$ cat src/rtl/int_ctrl_pkg.sv
// ============================================================================
// Module      : int_ctrl_pkg
// Description : Shared state encodings, default sizing and the fixed-priority
//               encoder for the interrupt controller.
// Revision    : 1.0 - initial release
// ============================================================================
`default_nettype none

package int_ctrl_pkg;

    localparam int c_NUM_SRC_DEFAULT = 4;
    localparam int c_HOLDOFF_DEFAULT = 4;

    typedef enum logic [1:0] {
        IDLE    = 2'd0,
        ENTRY   = 2'd1,
        SERVICE = 2'd2
    } state_t;

    // Lowest set index wins; an all-zero vector returns 0.
    function automatic logic [3:0] prio_enc(input logic [15:0] vec);
        logic [3:0] idx;
        idx = '0;
        for (int i = 15; i >= 0; i--) begin
            if (vec[i]) idx = 4'(i);
        end
        return idx;
    endfunction

endpackage

`default_nettype wire

$ cat src/rtl/int_ctrl_if.sv
// ============================================================================
// Module      : int_ctrl_if
// Description : Request, mask, completion and service signals between the
//               processor side (master) and the interrupt controller (slave).
// Revision    : 1.0 - initial release
// ============================================================================
`default_nettype none

interface int_ctrl_if #(
    parameter int NUM_SRC = 4,
    parameter int ID_W    = 2
);
    logic [NUM_SRC-1:0] irq_in;
    logic               mask_wr;
    logic [NUM_SRC-1:0] mask_data;
    logic               done;
    logic               int_out;
    logic [ID_W-1:0]    int_id;
    logic               busy;
    logic [NUM_SRC-1:0] pending;

    modport master (
        output irq_in, mask_wr, mask_data, done,
        input  int_out, int_id, busy, pending
    );

    modport slave (
        input  irq_in, mask_wr, mask_data, done,
        output int_out, int_id, busy, pending
    );
endinterface

`default_nettype wire

$ cat src/rtl/irq_edge_sync.sv
// ============================================================================
// Module      : irq_edge_sync
// Description : Per-line rising-edge detector; INT_CTRL_SYNC_EN inserts a
//               2-flop synchroniser ahead of the detector.
// Revision    : 1.0 - initial release
// ============================================================================
`default_nettype none

module irq_edge_sync (
    input  wire logic clk,
    input  wire logic reset,
    input  wire logic irq,
    output logic      rise
);
    logic w_sample;
    logic r_hist;

`ifdef INT_CTRL_SYNC_EN
    logic r_sync1;
    logic r_sync2;

    always_ff @(posedge clk or posedge reset) begin
        if (reset) begin
            r_sync1 <= 1'b0;
            r_sync2 <= 1'b0;
        end else begin
            r_sync1 <= irq;
            r_sync2 <= r_sync1;
        end
    end

    assign w_sample = r_sync2;
`else
    assign w_sample = irq;
`endif

    always_ff @(posedge clk or posedge reset) begin
        if (reset) r_hist <= 1'b0;
        else       r_hist <= w_sample;
    end

    assign rise = w_sample & ~r_hist;

endmodule

`default_nettype wire

$ cat src/rtl/int_ctrl.sv
// ============================================================================
// Module      : int_ctrl
// Description : Fixed-priority interrupt controller: edge-latched pending,
//               mask, single-cycle int pulse, holdoff and service wait.
//               Optional input synchroniser: INT_CTRL_SYNC_EN.
// Revision    : 1.0 - initial release
// ============================================================================
`default_nettype none

module int_ctrl
    import int_ctrl_pkg::*;
#(
    parameter int NUM_SRC = c_NUM_SRC_DEFAULT,
    parameter int HOLDOFF = c_HOLDOFF_DEFAULT
) (
    input  wire logic clk,
    input  wire logic reset,
    int_ctrl_if.slave bus
);
    localparam int ID_W  = (NUM_SRC > 1) ? $clog2(NUM_SRC) : 1;
    localparam int CNT_W = $clog2(HOLDOFF + 1);

    logic [NUM_SRC-1:0] w_rise;
    logic [NUM_SRC-1:0] r_mask;
    logic [NUM_SRC-1:0] r_pending;
    logic [NUM_SRC-1:0] w_eligible;
    logic [NUM_SRC-1:0] w_grant;
    logic [3:0]         w_enc;
    logic [ID_W-1:0]    w_winner;
    logic [ID_W-1:0]    r_int_id;
    logic [CNT_W-1:0]   r_cnt;
    logic [CNT_W-1:0]   w_cnt_nxt;
    logic               r_int_out;
    logic               w_fire;
    state_t             r_state;
    state_t             w_state_nxt;

    generate
        for (genvar gi = 0; gi < NUM_SRC; gi++) begin : g_src
            irq_edge_sync u_edge (
                .clk   (clk),
                .reset (reset),
                .irq   (bus.irq_in[gi]),
                .rise  (w_rise[gi])
            );
        end
    endgenerate

    assign w_eligible = r_pending & r_mask;
    assign w_enc      = prio_enc(16'(w_eligible));
    assign w_winner   = w_enc[ID_W-1:0];
    assign w_grant    = w_fire ? (NUM_SRC'(1) << w_winner) : '0;

    always_comb begin
        w_state_nxt = r_state;
        w_cnt_nxt   = r_cnt;
        w_fire      = 1'b0;
        case (r_state)
            IDLE: begin
                if (|w_eligible) begin
                    w_fire      = 1'b1;
                    w_cnt_nxt   = CNT_W'(HOLDOFF);
                    w_state_nxt = ENTRY;
                end
            end
            ENTRY: begin
                w_cnt_nxt = r_cnt - CNT_W'(1);
                if (r_cnt == CNT_W'(1)) w_state_nxt = SERVICE;
            end
            SERVICE: begin
                if (bus.done) w_state_nxt = IDLE;
            end
            default: w_state_nxt = IDLE;
        endcase
    end

    always_ff @(posedge clk or posedge reset) begin
        if (reset) begin
            r_state   <= IDLE;
            r_cnt     <= '0;
            r_int_out <= 1'b0;
            r_int_id  <= '0;
            r_pending <= '0;
            r_mask    <= '1;
        end else begin
            r_state   <= w_state_nxt;
            r_cnt     <= w_cnt_nxt;
            r_int_out <= w_fire;
            if (w_fire) r_int_id <= w_winner;
            // A fresh edge on the line being granted keeps it pending.
            r_pending <= (r_pending & ~w_grant) | w_rise;
            if (bus.mask_wr) r_mask <= bus.mask_data;
        end
    end

    assign bus.int_out = r_int_out;
    assign bus.int_id  = r_int_id;
    assign bus.busy    = (r_state != IDLE);
    assign bus.pending = r_pending;

endmodule

`default_nettype wire

$ cat src/flat_wrapper.sv
// flat-port wrapper written by rule: the top's interface ports become plain ports
module int_ctrl_flat import int_ctrl_pkg::*;
#(
    parameter int NUM_SRC = c_NUM_SRC_DEFAULT,
    parameter int HOLDOFF = c_HOLDOFF_DEFAULT
)
  (clk, reset, bus_irq_in, bus_mask_wr, bus_mask_data, bus_done, bus_int_out, bus_int_id, bus_busy, bus_pending);
  int_ctrl_if #(.NUM_SRC(NUM_SRC), .ID_W(2)) bus_i ();
  input  wire logic clk;
  input  wire logic reset;
  input wire logic [$bits(bus_i.irq_in)-1:0] bus_irq_in;
  input wire logic [$bits(bus_i.mask_wr)-1:0] bus_mask_wr;
  input wire logic [$bits(bus_i.mask_data)-1:0] bus_mask_data;
  input wire logic [$bits(bus_i.done)-1:0] bus_done;
  output wire logic [$bits(bus_i.int_out)-1:0] bus_int_out;
  output wire logic [$bits(bus_i.int_id)-1:0] bus_int_id;
  output wire logic [$bits(bus_i.busy)-1:0] bus_busy;
  output wire logic [$bits(bus_i.pending)-1:0] bus_pending;
  assign bus_i.irq_in = bus_irq_in;
  assign bus_i.mask_wr = bus_mask_wr;
  assign bus_i.mask_data = bus_mask_data;
  assign bus_i.done = bus_done;
  assign bus_int_out = bus_i.int_out;
  assign bus_int_id = bus_i.int_id;
  assign bus_busy = bus_i.busy;
  assign bus_pending = bus_i.pending;
  int_ctrl #(.NUM_SRC(NUM_SRC), .HOLDOFF(HOLDOFF)) u_core (.clk(clk), .reset(reset), .bus(bus_i));
endmodule
$ cat config.mk
export PLATFORM = sky130hd
export DESIGN_NAME = int_ctrl_flat
export DESIGN_NICKNAME = d
export VERILOG_FILES = /design/src/rtl/int_ctrl_pkg.sv /design/src/rtl/int_ctrl_if.sv /design/src/rtl/irq_edge_sync.sv /design/src/rtl/int_ctrl.sv /design/src/flat_wrapper.sv
export SDC_FILE = /design/constraint.sdc
export NUM_CORES = 1
export LEC_CHECK = 0
export ABC_AREA = 1
export ABC_CLOCK_PERIOD_IN_PS = 1500
export CAP_MARGIN = 10
export CELL_PAD_IN_SITES_DETAIL_PLACEMENT = 0
export CELL_PAD_IN_SITES_GLOBAL_PLACEMENT = 1
export CORE_ASPECT_RATIO = 0.9
export CORE_MARGIN = 2
export CORE_UTILIZATION = 36
export CTS_BUF_LIST = sky130_fd_sc_hd__clkbuf_16
export CTS_CLUSTER_DIAMETER = 50
export DETAILED_ROUTE_END_ITERATION = 10
export GPL_ROUTABILITY_DRIVEN = 1
export GPL_TIMING_DRIVEN = 1
export PLACE_DENSITY_LB_ADDON = 0.1
export SLEW_MARGIN = 20
export SYNTH_ARGS = -nofsm -noshare
export SYNTH_HDL_FRONTEND = slang
export SYNTH_SLANG_ARGS = --single-unit
$ cat constraint.sdc
create_clock -name clk -period 1.5 [get_ports clk]
set_input_delay 0.3 -clock clk [delete_from_list [all_inputs] [get_ports clk]]
set_output_delay 0.3 -clock clk [all_outputs]
set_load 0.03 [all_outputs]
==> impl_metrics.env, run 1 <==
export IMPL_viasPerCell=4.367
export IMPL_comb_power_share_pct=40.6
export IMPL_max_stage_delay_ns=0.42
export IMPL_reg2reg_from="u_core.r_mask[3]"
export IMPL_setup_viol=0
export IMPL_drive_gt1_share_pct=19.64
export IMPL_postRouteWirelength_um=1481
export IMPL_first_iter_violations=12
export IMPL_grt_overflow=0
export IMPL_num_antenna_cells=0
export IMPL_switching_share_pct=38.46
export IMPL_cts_htree_levels=1
export IMPL_cpMaxStageDelayCell="dlygate4sd2_1"
export IMPL_grt_antenna_before_repair=0
export IMPL_worst_slew_pin_slew_ns=0.3157
export IMPL_gp_congestion=0.6362
export IMPL_syn_inst=87
export IMPL_yosys_top_cells_count="nand2_1 (21), inv_1 (17), dfrtp_1 (16), o21ai_0 (7), nand2_2 (5)"
export IMPL_grt_busiest_layer="met2"
export IMPL_post_cts_buffers=0
export IMPL_portBuffers=19
export IMPL_use_met2_pct=18.85
export IMPL_status="finished clean"
export IMPL_syn_nets=101
export IMPL_yosysMostFrequentCell="nand2_1"
export IMPL_global_route_usage_total_pct=12.25
export IMPL_rows=16
export IMPL_worstPathRequired_ns=1.20
export IMPL_route_detailed_drc=0
export IMPL_rr_worst_depth=7
export IMPL_ys_async_sr_fraction_pct=100.0
export IMPL_synth_edff_count=0
export IMPL_ys_seq_area_share_pct=58.13
export IMPL_path_class="flop to primary output"
export IMPL_detail_route_wl_per_cell_um=10.65
export IMPL_ys_flop_type="dfrtp_1"
export IMPL_cts_clk_slew_worst_paths_ns=0.05
export IMPL_max_freq_mhz=738.7
export IMPL_p_int_mw=1.400
export IMPL_fin_crit_ns=1.354
export IMPL_cts_root_buf="clkbuf_16"
export IMPL_firstDrtPassIters=4
export IMPL_rsz0062_at_grt="no"
export IMPL_start_util_pct=39.13
export IMPL_chipWidth_um=55.81
export IMPL_yosysTopAreaCell="dfrtp_1"
export IMPL_grt_pass1_vias=583
export IMPL_clock_path_buffers=2
export IMPL_ys_warn_count=0
export IMPL_tritoncts="done"
export IMPL_reg2reg_to="u_core.bus.pending[3]"
export IMPL_synth_area_um2=869.6
export IMPL_p_sw_mw=0.8752
export IMPL_die_h_um=50.63
export IMPL_critPathBufInv=1
export IMPL_syn_to_final_growth_pct=34.96
export IMPL_avgSynthCellArea_um2=9.995
export IMPL_hpwl_um=1102
export IMPL_total_power_mw=2.275
export IMPL_crit_family="buffers and inverters"
export IMPL_relSlewSlack_pct=79.04
export IMPL_fillCellCount=212
export IMPL_die_area_um2=2825
export IMPL_clock_sinks=20
export IMPL_p_leak_nw=0.5891
export IMPL_cts_made_buffers=3
export IMPL_synth_seq_cells=20
export IMPL_setup_worst_path_end_class="primary output"
export IMPL_maxCapViolCount=0
export IMPL_clk_latency_ns=0.25
export IMPL_ir_drop_mv=0.9839
export IMPL_clock_power_share_pct=23.5
export IMPL_yosysUniqueCellTypes=18
export IMPL_crit_arrival_ns=1.05
export IMPL_path_max_fanout=3
export IMPL_p_seq_share_pct=35.9
export IMPL_finalClockSkew_ns=0.001463
export IMPL_synth_top_area_share_pct=46.04
export IMPL_drv_slew=0
export IMPL_hold_violations=0
export IMPL_path_cells="dlygate4sd2_1"
export IMPL_ant_nets=0
export IMPL_nets=127
export IMPL_grt_max_degree=21
export IMPL_finalSetupTns_ns=0
export IMPL_met3_usage_pct=4.897
export IMPL_core_area_um2=2222
export IMPL_ctsHoldBuffers=0
export IMPL_grt_pass1_wl_um=2622
export IMPL_synthTopCellsByArea="dfrtp_1 (46%), dfstp_2 (12%), nand2_1 (9.1%), inv_1 (7.3%), o21ai_0 (4.0%)"
export IMPL_r2r_setup_slack_ns=0.27
export IMPL_period_share_pct=90.25
export IMPL_min_path_type="input port to async pin"
export IMPL_vias=607
export IMPL_met1_usage_pct=15.88
export IMPL_io_pins=20
export IMPL_power_per_cell_area_nw_per_um2=1939
export IMPL_crit_path_start_kind="flop"
-- how the worst max path moves through the flow --
stage | from | to | slack, ns | depth (start not counted)
final | u_core.bus.pending[3] | bus_pending[3] | 0.15 | 1
after global routing | u_core.bus.pending[1] | bus_pending[1] | 0.09 | 1
after CTS | u_core.r_state[0] | bus_busy | 0.02 | 3
after detailed placement | u_core.r_state[0] | bus_busy | 0.04 | 3
after global placement | u_core.r_state[0] | bus_busy | 0.05 | 3
after floorplan | u_core.bus.pending[0] | u_core.bus.pending[3] | 0.32 | 6
-- sequential cells by signal, summed over array words and instances, names as in the netlist --
register / count
u_core.bus.int_id: 2
u_core.r_state: 2
u_core.bus.int_out: 1
u_core.g_src.u_edge.r_hist: 4
u_core.r_cnt: 3
u_core.r_mask: 4
u_core.bus.pending: 4
-- cells by family (layout without fill, tap and decap cells) --
logic type	Yosys count	in the layout	synth area share (%)
muxes	3	3	3.885
adders and majority gates	2	2	2.877
xor gates and xnor gates	1	1	1.007
DFF	20	20	58.13
buffers and inverters	17	42	7.338
and+or+nand+nor	32	32	17.41
AOI/OAI and AO/OA	12	12	9.354
-- layout by cell type (no fill, tap or decap), types with 3 or more instances in the layout --
cell / synthesis / routed
dfstp_2: 4 / 4
o21ai_0: 7 / 7
dlygate4sd2_1: 0 / 7
inv_1: 17 / 17
clkbuf_16: 0 / 3
nand2_2: 5 / 5
nand3_1: 3 / 3
mux2_2: 3 / 3
nand2_1: 21 / 21
dfrtp_1: 16 / 16
clkdlybuf4s50_1: 0 / 11
-- repair_timing --
| action | in CTS | in global routing |
|---|---|---|
| setup endpoints to repair | 8 | 1 |
| endpoints found under the hold margin | 0 | 0 |
| resized for setup | 8 | 2 |
-- layout make-up --
class	count	area, um2	share of cell area, %
clock buffers	3	75.07	6.397
clock inverters	1	3.754	0.3198
inverters	17	63.81	5.437
multi-input cells	50	300.3	25.59
flip-flops and latches	20	505.5	43.07
well taps	27	33.78	2.878
repair buffers	21	191.4	16.31
-- through the flow --
step	setup WS (ns)	hold slack [ns]	instances	utilization [%]	instance area [um2]
floorplan	0.3250	0.2609	87	-	869.6
global placement	0.04889	0.4112	135	49.89	1109
detailed placement	0.04432	0.4231	135	49.89	1109
CTS	0.02244	0.3911	139	52.98	1177
global route	0.09047	0.4196	139	52.82	1174
finish	0.1462	0.3766	139	52.82	1174
-- power by group through the flow --
| stage | Clock [mW] | Sequential [mW] | Combinational [mW] |
|---|---|---|---|
| after floorplan | 0 | 0.967 | 0.511 |
| after global placement | 0 | 0.828 | 0.992 |
| after detailed placement | 0 | 0.830 | 0.998 |
| after CTS | 0.553 | 0.821 | 0.940 |
| after global routing | 0.589 | 0.841 | 1.03 |
| final | 0.535 | 0.817 | 0.923 |
-- per-layer routing --
metal / part of all wire, % / vias to the layer above
met5: 0 / -
met2: 45 / 9
met1: 49 / 278
li1: - / 318
met4: 0.88 / 0
met3: 5.0 / 2
Power figures use the tool's default switching activity.
==> inputs of run 2 (changes only) <==
- CORE_ASPECT_RATIO: 0.9 -> 1.1
- GPL_TIMING_DRIVEN: 1 -> 0
==> run 2 against run 1 <==
- hold slack gained 0.048 ns
- non-clock buffer count shrank 2
- utilization shrank 1.7 points
- fmax shrank 2.4%
- clock-buffer cell count is the same
- largest cell class unchanged
==> impl_metrics.env, run 2 (synthesized netlist as in run 1, its figures left out) <==
export IMPL_status="finished clean"
export IMPL_drv_slew=0
export IMPL_reg2reg_from="u_core.r_mask[3]"
export IMPL_r2r_setup_slack_ns=0.32
export IMPL_crit_arrival_ns=1.09
export IMPL_worstPathRequired_ns=1.20
export IMPL_detail_route_wl_per_cell_um=10.19
export IMPL_viasPerCell=4.336
export IMPL_num_antenna_cells=0
export IMPL_min_path_type="flop to flop"
export IMPL_die_area_um2=2825
export IMPL_fillCellCount=230
export IMPL_power_per_cell_area_nw_per_um2=1934
export IMPL_global_route_usage_total_pct=11.95
export IMPL_first_iter_violations=7
export IMPL_grt_overflow=0
export IMPL_rsz0062_at_grt="no"
export IMPL_grt_antenna_before_repair=0
export IMPL_syn_to_final_growth_pct=33.67
export IMPL_dp_slack_ns=-0.03719
export IMPL_route_detailed_drc=0
export IMPL_clock_path_buffers=2
export IMPL_vias=607
export IMPL_crit_path_start_kind="flop"
export IMPL_rows=18
export IMPL_final_cell_mix="nand2_1 (21), inv_1 (18), dfrtp_1 (16)"
export IMPL_p_leak_nw=0.5824
export IMPL_place_area_um2=1097
export IMPL_total_power_mw=2.248
export IMPL_ctsHoldBuffers=0
export IMPL_firstDrtPassIters=4
export IMPL_worst_slew_pin_slew_ns=0.7285
export IMPL_clk_latency_ns=0.25
export IMPL_fin_crit_ns=1.388
export IMPL_cts_made_buffers=3
export IMPL_maxCapViolCount=0
export IMPL_mostFrequentLayoutCell="nand2_1"
export IMPL_tritoncts="done"
export IMPL_setup_slack_ns=0.1124
export IMPL_path_max_fanout=3
export IMPL_core_area_um2=2275
export IMPL_clock_sinks=20
export IMPL_die_h_um=55.55
export IMPL_fin_area_um2=1162
export IMPL_ant_nets=0
export IMPL_max_freq_mhz=720.7
export IMPL_start_util_pct=38.23
export IMPL_nets=125
export IMPL_hp_start="u_core.g_src[0].u_edge.r_hist"
export IMPL_finalClockSkew_ns=0.003510
export IMPL_cts_htree_levels=1
export IMPL_setup_worst_path_end_class="primary output"
export IMPL_post_cts_buffers=0
export IMPL_relSlewSlack_pct=51.38
export IMPL_postRouteWirelength_um=1427
export IMPL_grt_pass1_vias=562
export IMPL_io_pins=20
export IMPL_multi_input_area_um2=300.3
export IMPL_ff_latch_area_um2=505.5
export IMPL_setup_viol=0
export IMPL_hpwl_um=1103
export IMPL_ir_drop_mv=0.9040
export IMPL_gp_congestion=0.6502
export IMPL_cts_clk_slew_worst_paths_ns=0.05
export IMPL_grt_pass1_wl_um=2497
export IMPL_path_class="flop to primary output"
export IMPL_grt_max_degree=21
export IMPL_hold_violations=0
export IMPL_portBuffers=19
export IMPL_chipWidth_um=50.86
export IMPL_period_share_pct=92.51
export IMPL_cts_root_buf="clkbuf_16"
export IMPL_critical_path_startpoint="u_core.r_state[0]"
export IMPL_drive_gt1_share_pct=18.18
==> run 2: changes by cell type in the layout (fill, tap and decap cells not counted) <==
| cell | delta |
|---|---|
| inv_1 | +1 |
| buf_2 | +1 |
| buf_4 | -2 |
| clkbuf_2 | -1 |
| clkinv_1 | -1 |
==> run 2: through the flow <==
stage | TNS (ns) | util, % | std cells | hold WS (ns)
floorplan | 0 | - | 87 | 0.2609
global placement | -0.02688 | 48.24 | 136 | 0.4107
detailed placement | -0.03719 | 48.24 | 136 | 0.4239
CTS | -0.008177 | 51.38 | 140 | 0.4313
global route | 0 | 51.10 | 140 | 0.4576
finish | 0 | 51.10 | 140 | 0.4249
==> run 2: critical path, stage by stage, from the launching register on <==
cell and delay [ns]:
dfrtp_1 0.42, nor2_4 0.17, inv_1 0.07, buf_2 0.18
==> run 2: path summary, 6_finish.rpt <==
| path | end | cells past startpoint |
|---|---|---|
| worst max-delay path | bus_busy | 3 |
| worst min-delay path | u_core.bus.pending[0] | 1 |
| worst max register to register | u_core.bus.pending[3] | 7 |
| worst min register to register | u_core.bus.pending[0] | 1 |
| max in group asynchronous | u_core.g_src[3].u_edge.r_hist | 2 |
| min in group asynchronous | u_core.bus.pending[0] | 2 |
==> run 2: area by class of cell <==
cell class	instances	area share, %
flip-flops and latches	20	43.49
multi-input cells	50	25.83
repair buffers	19	15.18
clock buffers	3	6.459
inverters	17	5.490
well taps	30	3.229
clock inverters	1	0.3229
==> run 2: power by group <==
part           switching [mW]  internal, mW
clock network           0.183         0.354
registers               0.108         0.710
logic                   0.577         0.317
==> run 2: what timing repair did <==
action	CTS	global route
resized for setup	10	2
setup endpoints to repair	8	1
endpoints found under the hold margin	0	0
==> run 2: layer usage <==
metal	vias up	routed length (um)	track usage, %
li1	317	-	-
met1	268	680	15.36
met2	17	634	17.67
met3	5	68	2.703
met4	0	44	8.108
met5	-	0	0
==> inputs of run 3 (changes only) <==
--- a/constraint.sdc
+++ b/constraint.sdc
@@ -3,2 +3,2 @@
 set_output_delay 0.3 -clock clk [all_outputs]
-set_load 0.03 [all_outputs]
+set_load 0.1 [all_outputs]
==> run 3 against run 2 <==
- fmax down 5.3%
- setup slack worse by 0.078 ns
- die area unchanged
- sequential cell count unchanged
- sequential share of layout area down 0.94 points
- critical endpoint is now bus_pending[1]
- final cell count unchanged
==> impl_metrics.env, run 3 (synthesized netlist as in run 1, its figures left out) <==
export IMPL_global_route_usage_total_pct=11.90
export IMPL_nets=125
export IMPL_worst_slew_pin_slew_ns=0.7380
export IMPL_grt_overflow=0
export IMPL_final_cell_mix="nand2_1 (21), inv_1 (17), dfrtp_1 (12)"
export IMPL_gp_congestion=0.7094
export IMPL_crit_arrival_ns=1.17
export IMPL_rr_worst_depth=7
export IMPL_worstPathRequired_ns=1.20
export IMPL_r2r_setup_slack_ns=0.31
export IMPL_hold_violations=0
export IMPL_die_area_um2=2825
export IMPL_core_area_um2=2275
export IMPL_hpwl_um=1066
export IMPL_reg2reg_to="u_core.bus.pending[3]"
export IMPL_period_share_pct=97.68
export IMPL_critPathBufInv=1
export IMPL_drv_slew=0
export IMPL_syn_to_final_growth_pct=37.99
export IMPL_first_iter_violations=9
export IMPL_finalClockSkew_ns=0.002848
export IMPL_grt_pass1_wl_um=2470
export IMPL_firstDrtPassIters=4
export IMPL_portBuffers=19
export IMPL_drive_gt1_share_pct=29.09
export IMPL_min_path_type="flop to flop"
export IMPL_max_freq_mhz=682.5
export IMPL_grt_max_degree=21
export IMPL_clock_sinks=20
export IMPL_rsz0062_at_grt="no"
export IMPL_post_cts_buffers=0
export IMPL_grt_antenna_before_repair=0
export IMPL_cts_clk_slew_worst_paths_ns=0.05
export IMPL_path_cells="clkdlybuf4s18_2"
export IMPL_tritoncts="done"
export IMPL_clk_latency_ns=0.25
export IMPL_route_detailed_drc=0
export IMPL_cts_htree_levels=1
export IMPL_start_util_pct=38.23
export IMPL_reg2reg_from="u_core.r_mask[3]"
export IMPL_crit_family="buffers and inverters"
export IMPL_mostFrequentLayoutCell="nand2_1"
export IMPL_grt_pass1_vias=585
export IMPL_post_route_util_pct=52.75
export IMPL_whs_path_depth=1
export IMPL_path_max_fanout=3
export IMPL_setup_worst_path_end_class="primary output"
export IMPL_max_stage_delay_ns=0.54
export IMPL_hp_start="u_core.g_src[0].u_edge.r_hist"
export IMPL_num_antenna_cells=0
export IMPL_io_pins=20
export IMPL_detail_route_wl_per_cell_um=9.921
export IMPL_crit_path_start_kind="flop"
export IMPL_hold_end="u_core.bus.pending[0]"
export IMPL_cts_made_buffers=3
export IMPL_fin_crit_ns=1.465
export IMPL_vias=618
export IMPL_status="finished clean"
export IMPL_die_h_um=55.55
export IMPL_relSlewSlack_pct=50.75
export IMPL_cts_root_buf="clkbuf_16"
export IMPL_clock_path_buffers=2
export IMPL_path_class="flop to primary output"
export IMPL_cpMaxStageDelayCell="clkdlybuf4s18_2"
export IMPL_ctsHoldBuffers=0
export IMPL_postRouteWirelength_um=1389
export IMPL_maxCapViolCount=0
export IMPL_chipWidth_um=50.86
export IMPL_viasPerCell=4.414
export IMPL_rows=18
export IMPL_setup_viol=0
export IMPL_ant_nets=0
run 3: changes by cell type in the layout (fill, tap and decap cells not counted), sizes merged:
cell           change
dlygate4sd2        -7
clkdlybuf4s15      +4
buf                +2
bufinv             +1
clkdlybuf4s18      +1
inv                -1
run 3: routing by layer:
layer	vias to the layer above	wire, um	track usage [%]
met4	0	27	6.950
met1	277	636	14.66
met3	4	82	3.514
met2	16	643	18.23
met5	-	0	0
li1	321	-	-
run 3: final cells by class:
class                   count  area, um2
repair buffers             19      182.7
inverters                  17      63.81
multi-input cells          50      300.3
well taps                  30      37.54
clock buffers               3      75.07
clock inverters             1      30.03
flip-flops and latches     20      510.5
fillers                   215       1075
run 3: worst max-delay path by stage:
stage	start	to	slack, ns	depth (start not counted)
global placement	u_core.r_state[0]	bus_busy	-0.45	3
detailed placement	u_core.r_state[0]	bus_busy	-0.45	3
floorplan	u_core.r_state[0]	u_core.bus.pending[0]	0.08	4
global route	u_core.r_state[0]	bus_busy	0.003	3
CTS	u_core.r_state[0]	bus_busy	-0.18	3
finish	u_core.bus.pending[1]	bus_pending[1]	0.03	1
run 3: repair_timing:
item,4_1_cts,5_1_grt
pin swaps,0,0
setup endpoints to repair,8,4
resized for setup,26,7
cloned,0,0
run 3: metrics by stage:
step | worst slack (ns) | cells | setup TNS, ns | area, um2 | hold WS, ns
detailed placement | -0.4530 | 136 | -2.373 | 1102 | 0.4092
floorplan | 0.07581 | 87 | 0 | 874.6 | 0.2606
global placement | -0.4502 | 136 | -2.358 | 1102 | 0.3987
global route | 0.002590 | 140 | 0 | 1200 | 0.4512
CTS | -0.1836 | 140 | -0.1836 | 1215 | 0.4167
finish | 0.03480 | 140 | 0 | 1200 | 0.4110
Power of run 3 is not shown: default switching activity piles up to over one toggle a cycle in this logic, so the estimate is an artifact.
